`config.mk`:
```
export PLATFORM = sky130hd
export DESIGN_NAME = shared_cla_sequencer_flat
export DESIGN_NICKNAME = d
export VERILOG_FILES = /design/src/rtl/shared_cla_sequencer_pkg.sv /design/src/rtl/shared_cla_sequencer_if.sv /design/src/rtl/shared_cla_sequencer_cla4.sv /design/src/rtl/shared_cla_sequencer.sv /design/src/flat_wrapper.sv
export SDC_FILE = /design/constraint.sdc
export NUM_CORES = 1
export LEC_CHECK = 0
export CAP_MARGIN = 20
export CORE_MARGIN = 1.5
export CORE_UTILIZATION = 48
export CTS_CLUSTER_DIAMETER = 120
export DETAILED_ROUTE_END_ITERATION = 10
export PLACE_DENSITY = 0.87
export SLEW_MARGIN = 20
export SYNTH_ARGS = -nofsm -noshare
export SYNTH_HDL_FRONTEND = slang
export SYNTH_SLANG_ARGS = --single-unit
```
`constraint.sdc`:
```
create_clock -name clk -period 2.1 [get_ports clk]
set_input_delay 0.42 -clock clk [delete_from_list [all_inputs] [get_ports clk]]
set_output_delay 0.42 -clock clk [all_outputs]
set_load 0.02 [all_outputs]
```
`src/rtl/shared_cla_sequencer_pkg.sv`:
```
// Shared definitions for the shared_cla_sequencer block.
//   state_t : sequencer FSM states (IDLE, RUN, DONE)
//   NIB_W   : width of one digit processed per RUN cycle
//   cnt_w() : width of the nibble counter for a given digit count
package shared_cla_sequencer_pkg;

  typedef enum logic [1:0] {
    ST_IDLE = 2'd0,
    ST_RUN  = 2'd1,
    ST_DONE = 2'd2
  } state_t;

  localparam int NIB_W = 4;

  // A single-digit operand still needs a 1-bit counter to be legal hardware.
  function automatic int cnt_w(input int n);
    return (n > 1) ? $clog2(n) : 1;
  endfunction

endpackage

```
`src/rtl/shared_cla_sequencer_if.sv`:
```
// Client-side bus of the shared_cla_sequencer.
//   req       : per-client level request (bit i = client i)
//   a_x, b_x  : client operands, sub_x selects a-b instead of a+b
//   gnt       : one-hot acceptance (combinational, capture cycle)
//   busy/done : operation in flight / one-cycle result-valid pulse
//   done_id, sum, c_out, ovf : held result of the most recent operation
// Modports: master = the clients, slave = the sequencer.
interface shared_cla_sequencer_if #(
  parameter int NIBBLES = 4
);
  localparam int W = 4 * NIBBLES;

  logic [1:0]   req;
  logic [W-1:0] a_0;
  logic [W-1:0] b_0;
  logic         sub_0;
  logic [W-1:0] a_1;
  logic [W-1:0] b_1;
  logic         sub_1;
  logic [1:0]   gnt;
  logic         busy;
  logic         done;
  logic         done_id;
  logic [W-1:0] sum;
  logic         c_out;
  logic         ovf;

  modport master (
    output req, a_0, b_0, sub_0, a_1, b_1, sub_1,
    input  gnt, busy, done, done_id, sum, c_out, ovf
  );

  modport slave (
    input  req, a_0, b_0, sub_0, a_1, b_1, sub_1,
    output gnt, busy, done, done_id, sum, c_out, ovf
  );
endinterface

```
`src/rtl/shared_cla_sequencer_cla4.sv`:
```
// 4-bit carry-lookahead adder, the single arithmetic unit of the sequencer.
//   a_i, b_i : 4-bit addends      c_0_i : carry in
//   s_o      : 4-bit sum          c_4_o : carry out of bit 3
module bit_4_carry_lookahead (
  input  logic [3:0] a_i,
  input  logic [3:0] b_i,
  input  logic       c_0_i,
  output logic [3:0] s_o,
  output logic       c_4_o
);
  logic [3:0] g;
  logic [3:0] p;
  logic [4:0] c;

  assign g = a_i & b_i;
  assign p = a_i ^ b_i;

  // Every carry is a flat two-level function of g/p/c0, no rippling.
  assign c[0] = c_0_i;
  assign c[1] = g[0] | (p[0] & c_0_i);
  assign c[2] = g[1] | (p[1] & g[0]) | (p[1] & p[0] & c_0_i);
  assign c[3] = g[2] | (p[2] & g[1]) | (p[2] & p[1] & g[0])
              | (p[2] & p[1] & p[0] & c_0_i);
  assign c[4] = g[3] | (p[3] & g[2]) | (p[3] & p[2] & g[1])
              | (p[3] & p[2] & p[1] & g[0])
              | (p[3] & p[2] & p[1] & p[0] & c_0_i);

  assign s_o   = p ^ c[3:0];
  assign c_4_o = c[4];
endmodule

```
`src/rtl/shared_cla_sequencer.sv`:
```
// Two-client add/subtract sequencer sharing one 4-bit CLA adder.
// A round-robin arbiter accepts one client in IDLE, the operands are then
// processed one nibble per cycle (LSB first) for NIBBLES cycles, and the
// result is presented with a one-cycle done pulse and held until the next.
//   clk    : rising-edge clock
//   rst_n  : synchronous active-low reset
//   bus_if : client bus (slave side), see shared_cla_sequencer_if
module shared_cla_sequencer
  import shared_cla_sequencer_pkg::*;
#(
  parameter int NIBBLES = 4
) (
  input  logic                    clk,
  input  logic                    rst_n,
  shared_cla_sequencer_if.slave   bus_if
);
  localparam int W  = NIB_W * NIBBLES;
  localparam int CW = cnt_w(NIBBLES);
  localparam logic [CW-1:0] LAST_NIB = CW'(NIBBLES - 1);

  state_t        state_q;
  logic [W-1:0]  a_q;
  logic [W-1:0]  b_q;
  logic [W-1:0]  res_q;
  logic [W-1:0]  res_d;
  logic          carry_q;
  logic [CW-1:0] nib_q;
  logic          id_q;
  logic          last_q;
  logic          busy_q;
  logic          done_q;
  logic          done_id_q;
  logic [W-1:0]  sum_q;
  logic          c_out_q;
  logic          ovf_q;

  logic          any_req;
  logic          pick;
  logic          pick_sub;
  logic [W-1:0]  pick_b;
  logic [3:0]    nib_s;
  logic          nib_c4;

  // On contention the client not served last wins; last_q resets to 1 so
  // client 0 has priority right after reset.
  assign any_req  = |bus_if.req;
  assign pick     = (bus_if.req[0] & bus_if.req[1]) ? ~last_q : bus_if.req[1];
  assign pick_sub = pick ? bus_if.sub_1 : bus_if.sub_0;
  assign pick_b   = pick ? bus_if.b_1 : bus_if.b_0;

  always_comb begin
    bus_if.gnt = 2'b00;
    if (rst_n && (state_q == ST_IDLE) && any_req) begin
      bus_if.gnt = pick ? 2'b10 : 2'b01;
    end
  end

  // Operands shift right each RUN cycle, so the active nibble is always [3:0]
  // and on the last cycle bit 3 holds the operand MSBs for overflow.
  bit_4_carry_lookahead u_cla (
    .a_i   (a_q[NIB_W-1:0]),
    .b_i   (b_q[NIB_W-1:0]),
    .c_0_i (carry_q),
    .s_o   (nib_s),
    .c_4_o (nib_c4)
  );

  // Result nibbles enter at the top; after NIBBLES shifts nibble 0 is at the bottom.
  assign res_d = W'({nib_s, res_q} >> NIB_W);

  always_ff @(posedge clk) begin
    if (!rst_n) begin
      state_q   <= ST_IDLE;
      a_q       <= '0;
      b_q       <= '0;
      res_q     <= '0;
      carry_q   <= 1'b0;
      nib_q     <= '0;
      id_q      <= 1'b0;
      last_q    <= 1'b1;
      busy_q    <= 1'b0;
      done_q    <= 1'b0;
      done_id_q <= 1'b0;
      sum_q     <= '0;
      c_out_q   <= 1'b0;
      ovf_q     <= 1'b0;
    end else begin
      case (state_q)
        ST_IDLE: begin
          done_q <= 1'b0;
          if (any_req) begin
            a_q     <= pick ? bus_if.a_1 : bus_if.a_0;
            b_q     <= pick_sub ? ~pick_b : pick_b;
            carry_q <= pick_sub;
            id_q    <= pick;
            last_q  <= pick;
            nib_q   <= '0;
            busy_q  <= 1'b1;
            state_q <= ST_RUN;
          end
        end
        ST_RUN: begin
          a_q     <= a_q >> NIB_W;
          b_q     <= b_q >> NIB_W;
          res_q   <= res_d;
          carry_q <= nib_c4;
          nib_q   <= nib_q + CW'(1);
          if (nib_q == LAST_NIB) begin
            nib_q     <= '0;
            state_q   <= ST_DONE;
            done_q    <= 1'b1;
            sum_q     <= res_d;
            c_out_q   <= nib_c4;
            ovf_q     <= (a_q[NIB_W-1] == b_q[NIB_W-1]) && (nib_s[3] != a_q[NIB_W-1]);
            done_id_q <= id_q;
          end
        end
        ST_DONE: begin
          done_q  <= 1'b0;
          busy_q  <= 1'b0;
          state_q <= ST_IDLE;
        end
        default: begin
          state_q <= ST_IDLE;
          busy_q  <= 1'b0;
          done_q  <= 1'b0;
        end
      endcase
    end
  end

  assign bus_if.busy    = busy_q;
  assign bus_if.done    = done_q;
  assign bus_if.done_id = done_id_q;
  assign bus_if.sum     = sum_q;
  assign bus_if.c_out   = c_out_q;
  assign bus_if.ovf     = ovf_q;
endmodule

```
`src/flat_wrapper.sv`:
```
// flat-port wrapper written by rule: the top's interface ports become plain ports
module shared_cla_sequencer_flat import shared_cla_sequencer_pkg::*;
#(
  parameter int NIBBLES = 4
)
  (clk, rst_n, bus_if_req, bus_if_a_0, bus_if_b_0, bus_if_sub_0, bus_if_a_1, bus_if_b_1, bus_if_sub_1, bus_if_gnt, bus_if_busy, bus_if_done, bus_if_done_id, bus_if_sum, bus_if_c_out, bus_if_ovf);
  shared_cla_sequencer_if #(.NIBBLES(NIBBLES)) bus_if_i ();
  input  logic clk;
  input  logic rst_n;
  input wire logic [$bits(bus_if_i.req)-1:0] bus_if_req;
  input wire logic [$bits(bus_if_i.a_0)-1:0] bus_if_a_0;
  input wire logic [$bits(bus_if_i.b_0)-1:0] bus_if_b_0;
  input wire logic [$bits(bus_if_i.sub_0)-1:0] bus_if_sub_0;
  input wire logic [$bits(bus_if_i.a_1)-1:0] bus_if_a_1;
  input wire logic [$bits(bus_if_i.b_1)-1:0] bus_if_b_1;
  input wire logic [$bits(bus_if_i.sub_1)-1:0] bus_if_sub_1;
  output wire logic [$bits(bus_if_i.gnt)-1:0] bus_if_gnt;
  output wire logic [$bits(bus_if_i.busy)-1:0] bus_if_busy;
  output wire logic [$bits(bus_if_i.done)-1:0] bus_if_done;
  output wire logic [$bits(bus_if_i.done_id)-1:0] bus_if_done_id;
  output wire logic [$bits(bus_if_i.sum)-1:0] bus_if_sum;
  output wire logic [$bits(bus_if_i.c_out)-1:0] bus_if_c_out;
  output wire logic [$bits(bus_if_i.ovf)-1:0] bus_if_ovf;
  assign bus_if_i.req = bus_if_req;
  assign bus_if_i.a_0 = bus_if_a_0;
  assign bus_if_i.b_0 = bus_if_b_0;
  assign bus_if_i.sub_0 = bus_if_sub_0;
  assign bus_if_i.a_1 = bus_if_a_1;
  assign bus_if_i.b_1 = bus_if_b_1;
  assign bus_if_i.sub_1 = bus_if_sub_1;
  assign bus_if_gnt = bus_if_i.gnt;
  assign bus_if_busy = bus_if_i.busy;
  assign bus_if_done = bus_if_i.done;
  assign bus_if_done_id = bus_if_i.done_id;
  assign bus_if_sum = bus_if_i.sum;
  assign bus_if_c_out = bus_if_i.c_out;
  assign bus_if_ovf = bus_if_i.ovf;
  shared_cla_sequencer #(.NIBBLES(NIBBLES)) u_core (.clk(clk), .rst_n(rst_n), .bus_if(bus_if_i));
endmodule
```
==> results of run 1 <==
==> kinds of logic (layout without fill, tap and decap cells) <==
| group | Yosys count | count (layout) | share of synthesized area (%) |
|---|---|---|---|
| and+or+nand+nor | 119 | 119 | 14.94 |
| xor gates and xnor gates | 33 | 33 | 8.651 |
| muxes | 17 | 17 | 5.543 |
| buffers and inverters | 34 | 130 | 4.944 |
| AOI/OAI and AO/OA | 106 | 106 | 20.30 |
| DFF | 72 | 72 | 43.15 |
| adders and majority gates | 6 | 6 | 2.472 |
==> flip-flops by register name (all words and copies together), names as in the netlist <==
name                   count
u_core.a_q                16
u_core.b_q                16
u_core.bus_if.sum         16
u_core.res_q              12
u_core.nib_q               2
u_core.state_q             2
u_core.bus_if.busy         1
u_core.bus_if.c_out        1
u_core.bus_if.done         1
u_core.bus_if.done_id      1
u_core.bus_if.ovf          1
u_core.carry_q             1
u_core.id_q                1
u_core.last_q              1
==> cells in the mapped netlist (all sizes together), types with 2 or more instances <==
cell type and n:
xnor2 17, nand2 60, o31ai 4, a211oi 4, o22ai 5, ha 5
and2 2, a222oi 12, a21oi 44, dfxtp 72, nand2b 3, clkbuf 8
mux2i 5, buf 20, o21ai 18, inv 6, nor2 40, a22oi 12
nand3 6, xor2 16, mux2 12, nor3 3
==> report_power, final <==
part | leakage [nW] | total, mW | switching (mW) | internal, mW
combinational | 1.01 | 0.659 | 0.317 | 0.342
sequential | 0.588 | 1.53 | 0.0699 | 1.46
clock | 0.0842 | 0.926 | 0.454 | 0.472
total | 1.68 | 3.12 | 0.841 | 2.28
==> stage by stage <==
step / cells / cell area (um2) / TNS (ps) / power (mW)
after floorplan: 387 / 3341 / 0 / 1.943
after global routing: 563 / 4538 / 0 / 3.274
after CTS: 563 / 4536 / 0 / 3.120
after detailed placement: 549 / 4364 / -2741 / 2.203
after global placement: 549 / 4364 / -960.9 / 2.177
final: 563 / 4538 / 0 / 3.117
==> layout make-up <==
class                   count  area, um2
clock buffers              12      155.1
multi-input cells         281       1734
clock inverters             1      5.005
fillers                   541       2218
flip-flops and latches     72       1441
inverters                   6      22.52
repair buffers            111       1080
well taps                  80      100.1
==> per-layer routing <==
metal	up-vias	GRT usage, %	wire [um]
li1	1538	-	-
met1	1390	26.02	3318
met2	113	38.57	3925
met3	18	5.905	488
met4	0	10.12	199
met5	-	0	0
==> worst max-delay path: cells and delay by family <==
| kind | cells | cell delay, ps |
|---|---|---|
| AND/OR/NAND/NOR | 2 | 210 |
| buffers and inverters | 3 | 840 |
==> timing repair <==
| item | 4_1_cts | 5_1_grt |
|---|---|---|
| buffers inserted | 1 | 0 |
| setup endpoints to repair | 2 | 1 |
| resized for setup | 5 | 1 |
==> how the worst max path moves through the flow <==
stage | end | start | cells after the start
after floorplan | bus_if_gnt[0] | bus_if_req[1] | 5
after global placement | bus_if_gnt[1] | bus_if_req[0] | 5
after detailed placement | bus_if_gnt[1] | bus_if_req[0] | 5
after CTS | bus_if_gnt[0] | bus_if_req[1] | 7
after global routing | bus_if_gnt[0] | u_core.state_q[1] | 5
final | bus_if_gnt[0] | rst_n | 5
==> flow_summary.json, run 1 <==
{
  "dieArea_um2": 7469,
  "dp_hpwl_mm": 5.826,
  "slew_headroom_pct": 64.25,
  "antenna_cells": 0,
  "finClkSkew_ps": 3.255,
  "grt_max_degree": 38,
  "postCtsHoldBufs": 0,
  "first_pass_iters": 5,
  "layout-drive-gt1-share_pct": 10.14,
  "grt_pass1_wl_mm": 13.09,
  "end_kind": "output port",
  "area_growth_pct": 35.84,
  "crit_path_start_kind": "input pin",
  "design.core.area_um2": 6756,
  "r2r_start": "u_core.b_q[0]",
  "start_util_pct": 49.44,
  "min_to": "u_core.bus_if.sum[13]",
  "ff2ff_path_depth": 5,
  "grt_pass1_vias": 2925,
  "syn_area_per_cell_um2": 8.632,
  "layout_commonest_cell": "clkdlybuf4s50_1",
  "fp.dieH_um": 86.43,
  "syn_inst": 387,
  "hold_slack_ps": 453.6,
  "syn-num-nets": 463,
  "period_share_pct": 90.59,
  "worst_path_max_delay_cell": "clkdlybuf4s50_1",
  "io_buffers": 92,
  "seq_area_frac_synth_pct": 43.15,
  "synth-edff-count": 0,
  "synth-seq-cells": 72,
  "drc": 0,
  "status": "finished clean",
  "ir_worst_vdd_mv": 0.3430,
  "cts_tree": "built",
  "pre_cts_slack_ps": -305.4,
  "max_freq_mhz": 525.6,
  "wl_mm": 7.931,
  "min_from": "u_core.bus_if.sum[13]",
  "wl_per_cell_um": 14.09,
  "ant_nets": 0,
  "grt_overflow_total": 0,
  "worst_pin_slew_ps": 534.9,
  "cpPeakStageDelay_ps": 470,
  "period_minus_slack_ps": 1902,
  "numCtsBuffers": 9,
  "path_max_fanout": 14,
  "timing.final.hold_violations": 0,
  "fp.dieW_um": 86.43,
  "crit_top_cell": "buf_4",
  "drtIter0Drc": 202,
  "synth-main-ff-cell": "dfxtp_1",
  "rsz0062_at_grt": "false",
  "gp_congestion": 0.8118,
  "cts_max_level": 3,
  "slew_violations": 0,
  "crit_type": "input pin to output port",
  "reg2reg_to": "u_core.carry_q",
  "cp.arrival_ps": 1480,
  "vias": 3059,
  "ys_warn_count": 0,
  "setup_viol": 0,
  "via_per_inst": 5.433,
  "row_count": 30,
  "grt_usage_pct": 22.38,
  "finalNetCount": 557,
  "setup_slack_ps": 197.5,
  "drv_cap": 0,
  "hp-class": "flop to flop",
  "p_leak_nw": 1.683,
  "final_cell_mix": "88 x clkdlybuf4s50_1, 72 x dfxtp_1, 60 x nand2_1, 44 x a21oi_1, 40 x nor2_1",
  "ys_types": 41,
  "insertion_delay_ps": 340,
  "power.density_nw_per_um2": 686.8,
  "clock_tree.root_cell": "clkbuf_8",
  "syn_area_um2": 3341,
  "required_ps": 1680,
  "pin_count": 93,
  "yosysTopAreaCellShare_pct": 43.15,
  "cp_cell_sequence": "clkdlybuf4s50_1, buf_4, nand2_1, nor2_1, buf_4",
  "yosysTopAreaCell": "dfxtp_1",
  "path_clk_slew_ps": 70,
  "clock_path_buffers": 2,
  "synthArstFlopShare_pct": 0,
  "synth_area_leaders": "dfxtp_1 43%, nand2_1 6.7%, a21oi_1 6.6%",
  "final_util_pct": 67.17,
  "rrSetupSlack_ps": 430,
  "cts.sinks": 72,
  "antenna_found_initial": 0,
  "min_path_cells": 2
}
Power figures use the tool's default switching activity.
==> run 2, diff against run 1 <==
--- a/config.mk
+++ b/config.mk
@@ -7,10 +7,11 @@
 export LEC_CHECK = 0
 export CAP_MARGIN = 20
 export CORE_MARGIN = 1.5
-export CORE_UTILIZATION = 48
+export CORE_UTILIZATION = 50
+export CTS_BUF_LIST = sky130_fd_sc_hd__clkbuf_2
 export CTS_CLUSTER_DIAMETER = 120
 export DETAILED_ROUTE_END_ITERATION = 10
-export PLACE_DENSITY = 0.87
+export PLACE_DENSITY = 0.9
 export SLEW_MARGIN = 20
 export SYNTH_ARGS = -nofsm -noshare
 export SYNTH_HDL_FRONTEND = slang
==> run 2 against run 1 <==
Clock skew grew 18 ps. First-iteration DRC count rose by 41%. Sequential power hardly changed. Final area decreased by 1.6%. Fmax fell by 5.3%. Clock-buffer cell count fell by 1. Cell count unchanged. Utilization is 2.8 points higher. Worst setup slack lost 110 ps. Combinational power up 1%. Flip-flop and latch count is the same. Routed wire length is 0.32% higher.
==> flow_summary.json, run 2 (synthesized netlist as in run 1, its figures left out) <==
{
  "antenna_found_initial": 0,
  "critPathTopFamily": "buffers and inverters",
  "fp.dieH_um": 84.74,
  "reg2reg_to": "u_core.bus_if.sum[15]",
  "dp_hpwl_mm": 5.927,
  "clkPwrFrac_pct": 24.8,
  "rrSetupSlack_ps": 370,
  "grt_pass1_wl_mm": 13.15,
  "slew_headroom_pct": 56.16,
  "wl_per_cell_um": 14.13,
  "finalNetCount": 557,
  "drc": 0,
  "numCtsBuffers": 9,
  "path_clk_slew_ps": 170,
  "cp.arrival_ps": 1590,
  "vias": 3091,
  "worst_pin_slew_ps": 657.7,
  "setup_slack_ps": 91.15,
  "clock_path_buffers": 2,
  "min_to": "u_core.bus_if.sum[0]",
  "ff2ff_path_depth": 5,
  "clock_tree.root_cell": "clkbuf_2",
  "fp.dieW_um": 84.74,
  "dieArea_um2": 7181,
  "hp-class": "flop to flop",
  "ant_nets": 0,
  "postCtsHoldBufs": 0,
  "insertion_delay_ps": 490,
  "cp_num_buf_inv": 2,
  "slew_violations": 0,
  "min_from": "u_core.res_q[4]",
  "crit_top_cell": "nor2_1",
  "end_kind": "output port",
  "timing.final.hold_violations": 0,
  "row_count": 29,
  "max_freq_mhz": 497.8,
  "cts.sinks": 72,
  "pwr-share-comb_pct": 22.8,
  "final_cell_mix": "90 x clkdlybuf4s50_1, 72 x dfxtp_1, 60 x nand2_1, 44 x a21oi_1, 40 x nor2_1",
  "ir_worst_vdd_mv": 0.4123,
  "layout-drive-gt1-share_pct": 10.49,
  "pre_cts_slack_ps": -357.2,
  "rsz0062_at_grt": "false",
  "p_int_mw": 2.080,
  "period_share_pct": 95.66,
  "grt_overflow_total": 0,
  "worst_path_max_delay_cell": "clkdlybuf4s50_1",
  "path_max_fanout": 4,
  "setup_viol": 0,
  "start_util_pct": 52.31,
  "io_buffers": 92,
  "drv_cap": 0,
  "grt_usage_pct": 22.74,
  "crit_type": "input pin to output port",
  "cts.repair.resized": 7,
  "grt_pass1_vias": 2970,
  "period_minus_slack_ps": 2009,
  "status": "finished clean",
  "cts_tree": "built",
  "min_path_cells": 2,
  "cp_cell_sequence": "clkdlybuf4s50_1, nor2_1, nor3_4, nand2_1, nor2_1, clkbuf_4",
  "antenna_cells": 0,
  "cpPeakStageDelay_ps": 510,
  "wl_mm": 7.956,
  "crit_path_start_kind": "input pin",
  "first_pass_iters": 7,
  "design.core.area_um2": 6386,
  "p_leak_nw": 1.657,
  "r2r_start": "u_core.a_q[0]",
  "pin_count": 93,
  "finalSetupTns_ps": 0,
  "cts_setup_buffers": 0,
  "cts_max_level": 3,
  "power.switching_mw": 0.8358,
  "seq_power_share_pct": 52.4,
  "drtIter0Drc": 284,
  "p_sw_share_pct": 28.66,
  "grt_max_degree": 38,
  "finClkSkew_ps": 20.81,
  "fillers": 486,
  "gp_congestion": 0.8722,
  "area_growth_pct": 33.67,
  "layout_commonest_cell": "clkdlybuf4s50_1",
  "via_per_inst": 5.490,
  "required_ps": 1680,
  "power.density_nw_per_um2": 653.0
}
[run 2: power by group through the flow]
stage               registers, mW  logic (mW)  clock network, mW
finish                       1.53       0.666              0.722
global route                 1.54       0.731              0.801
CTS                          1.53       0.661              0.734
detailed placement           1.55       0.660                  0
global placement             1.55       0.634                  0
floorplan                    1.54       0.404                  0
[run 2: per-layer routing]
layer  vias to the layer above  wire length [um]  GRT usage (%)
met5                         -                 0              0
met4                         0               126          9.677
met3                        12               519          4.720
met2                       124              4051          40.69
met1                      1411              3258          26.18
li1                       1544                 -              -
[run 2: area by class of cell]
type	count	area [um2]	share of cell area [%]
timing repair buffer	111	1069	23.93
sequential	72	1441	32.28
clock inverter	5	47.55	1.065
clock buffer	11	55.05	1.233
tap	77	96.34	2.157
inverter	6	22.52	0.5043
multi-input combinational	281	1734	38.83
[run 2: worst max path at each step]
| stage | from | end | slack [ps] | depth (start not counted) |
|---|---|---|---|---|
| 2_1_floorplan | bus_if_req[1] | bus_if_gnt[0] | 360 | 5 |
| 3_3_place_gp | bus_if_req[1] | bus_if_gnt[0] | -330 | 6 |
| 3_5_place_dp | bus_if_req[1] | bus_if_gnt[0] | -360 | 6 |
| 4_1_cts | bus_if_req[0] | bus_if_gnt[1] | 20 | 5 |
| 5_1_grt | bus_if_req[1] | bus_if_gnt[0] | 20 | 6 |
| 6_report | bus_if_req[1] | bus_if_gnt[0] | 90 | 6 |
[run 2: worst min-delay path, delay by kind of cell, from the launching register on]
kind	cells	cell delay [ps]
AOI/OAI and AO/OA	1	50
DFF	1	340
and+or+nand+nor	1	50
[run 2: stage by stage]
| step | utilization [%] | hold WS, ps | total power, mW | std cells | area, um2 |
|---|---|---|---|---|---|
| finish | 69.93 | 461.0 | 2.916 | 563 | 4466 |
| CTS | 69.96 | 457.6 | 2.921 | 563 | 4468 |
| floorplan | - | 424.0 | 1.943 | 387 | 3341 |
| global route | 69.93 | 477.0 | 3.070 | 563 | 4466 |
| global placement | 68.44 | 434.6 | 2.185 | 547 | 4370 |
| detailed placement | 68.44 | 442.2 | 2.213 | 547 | 4370 |
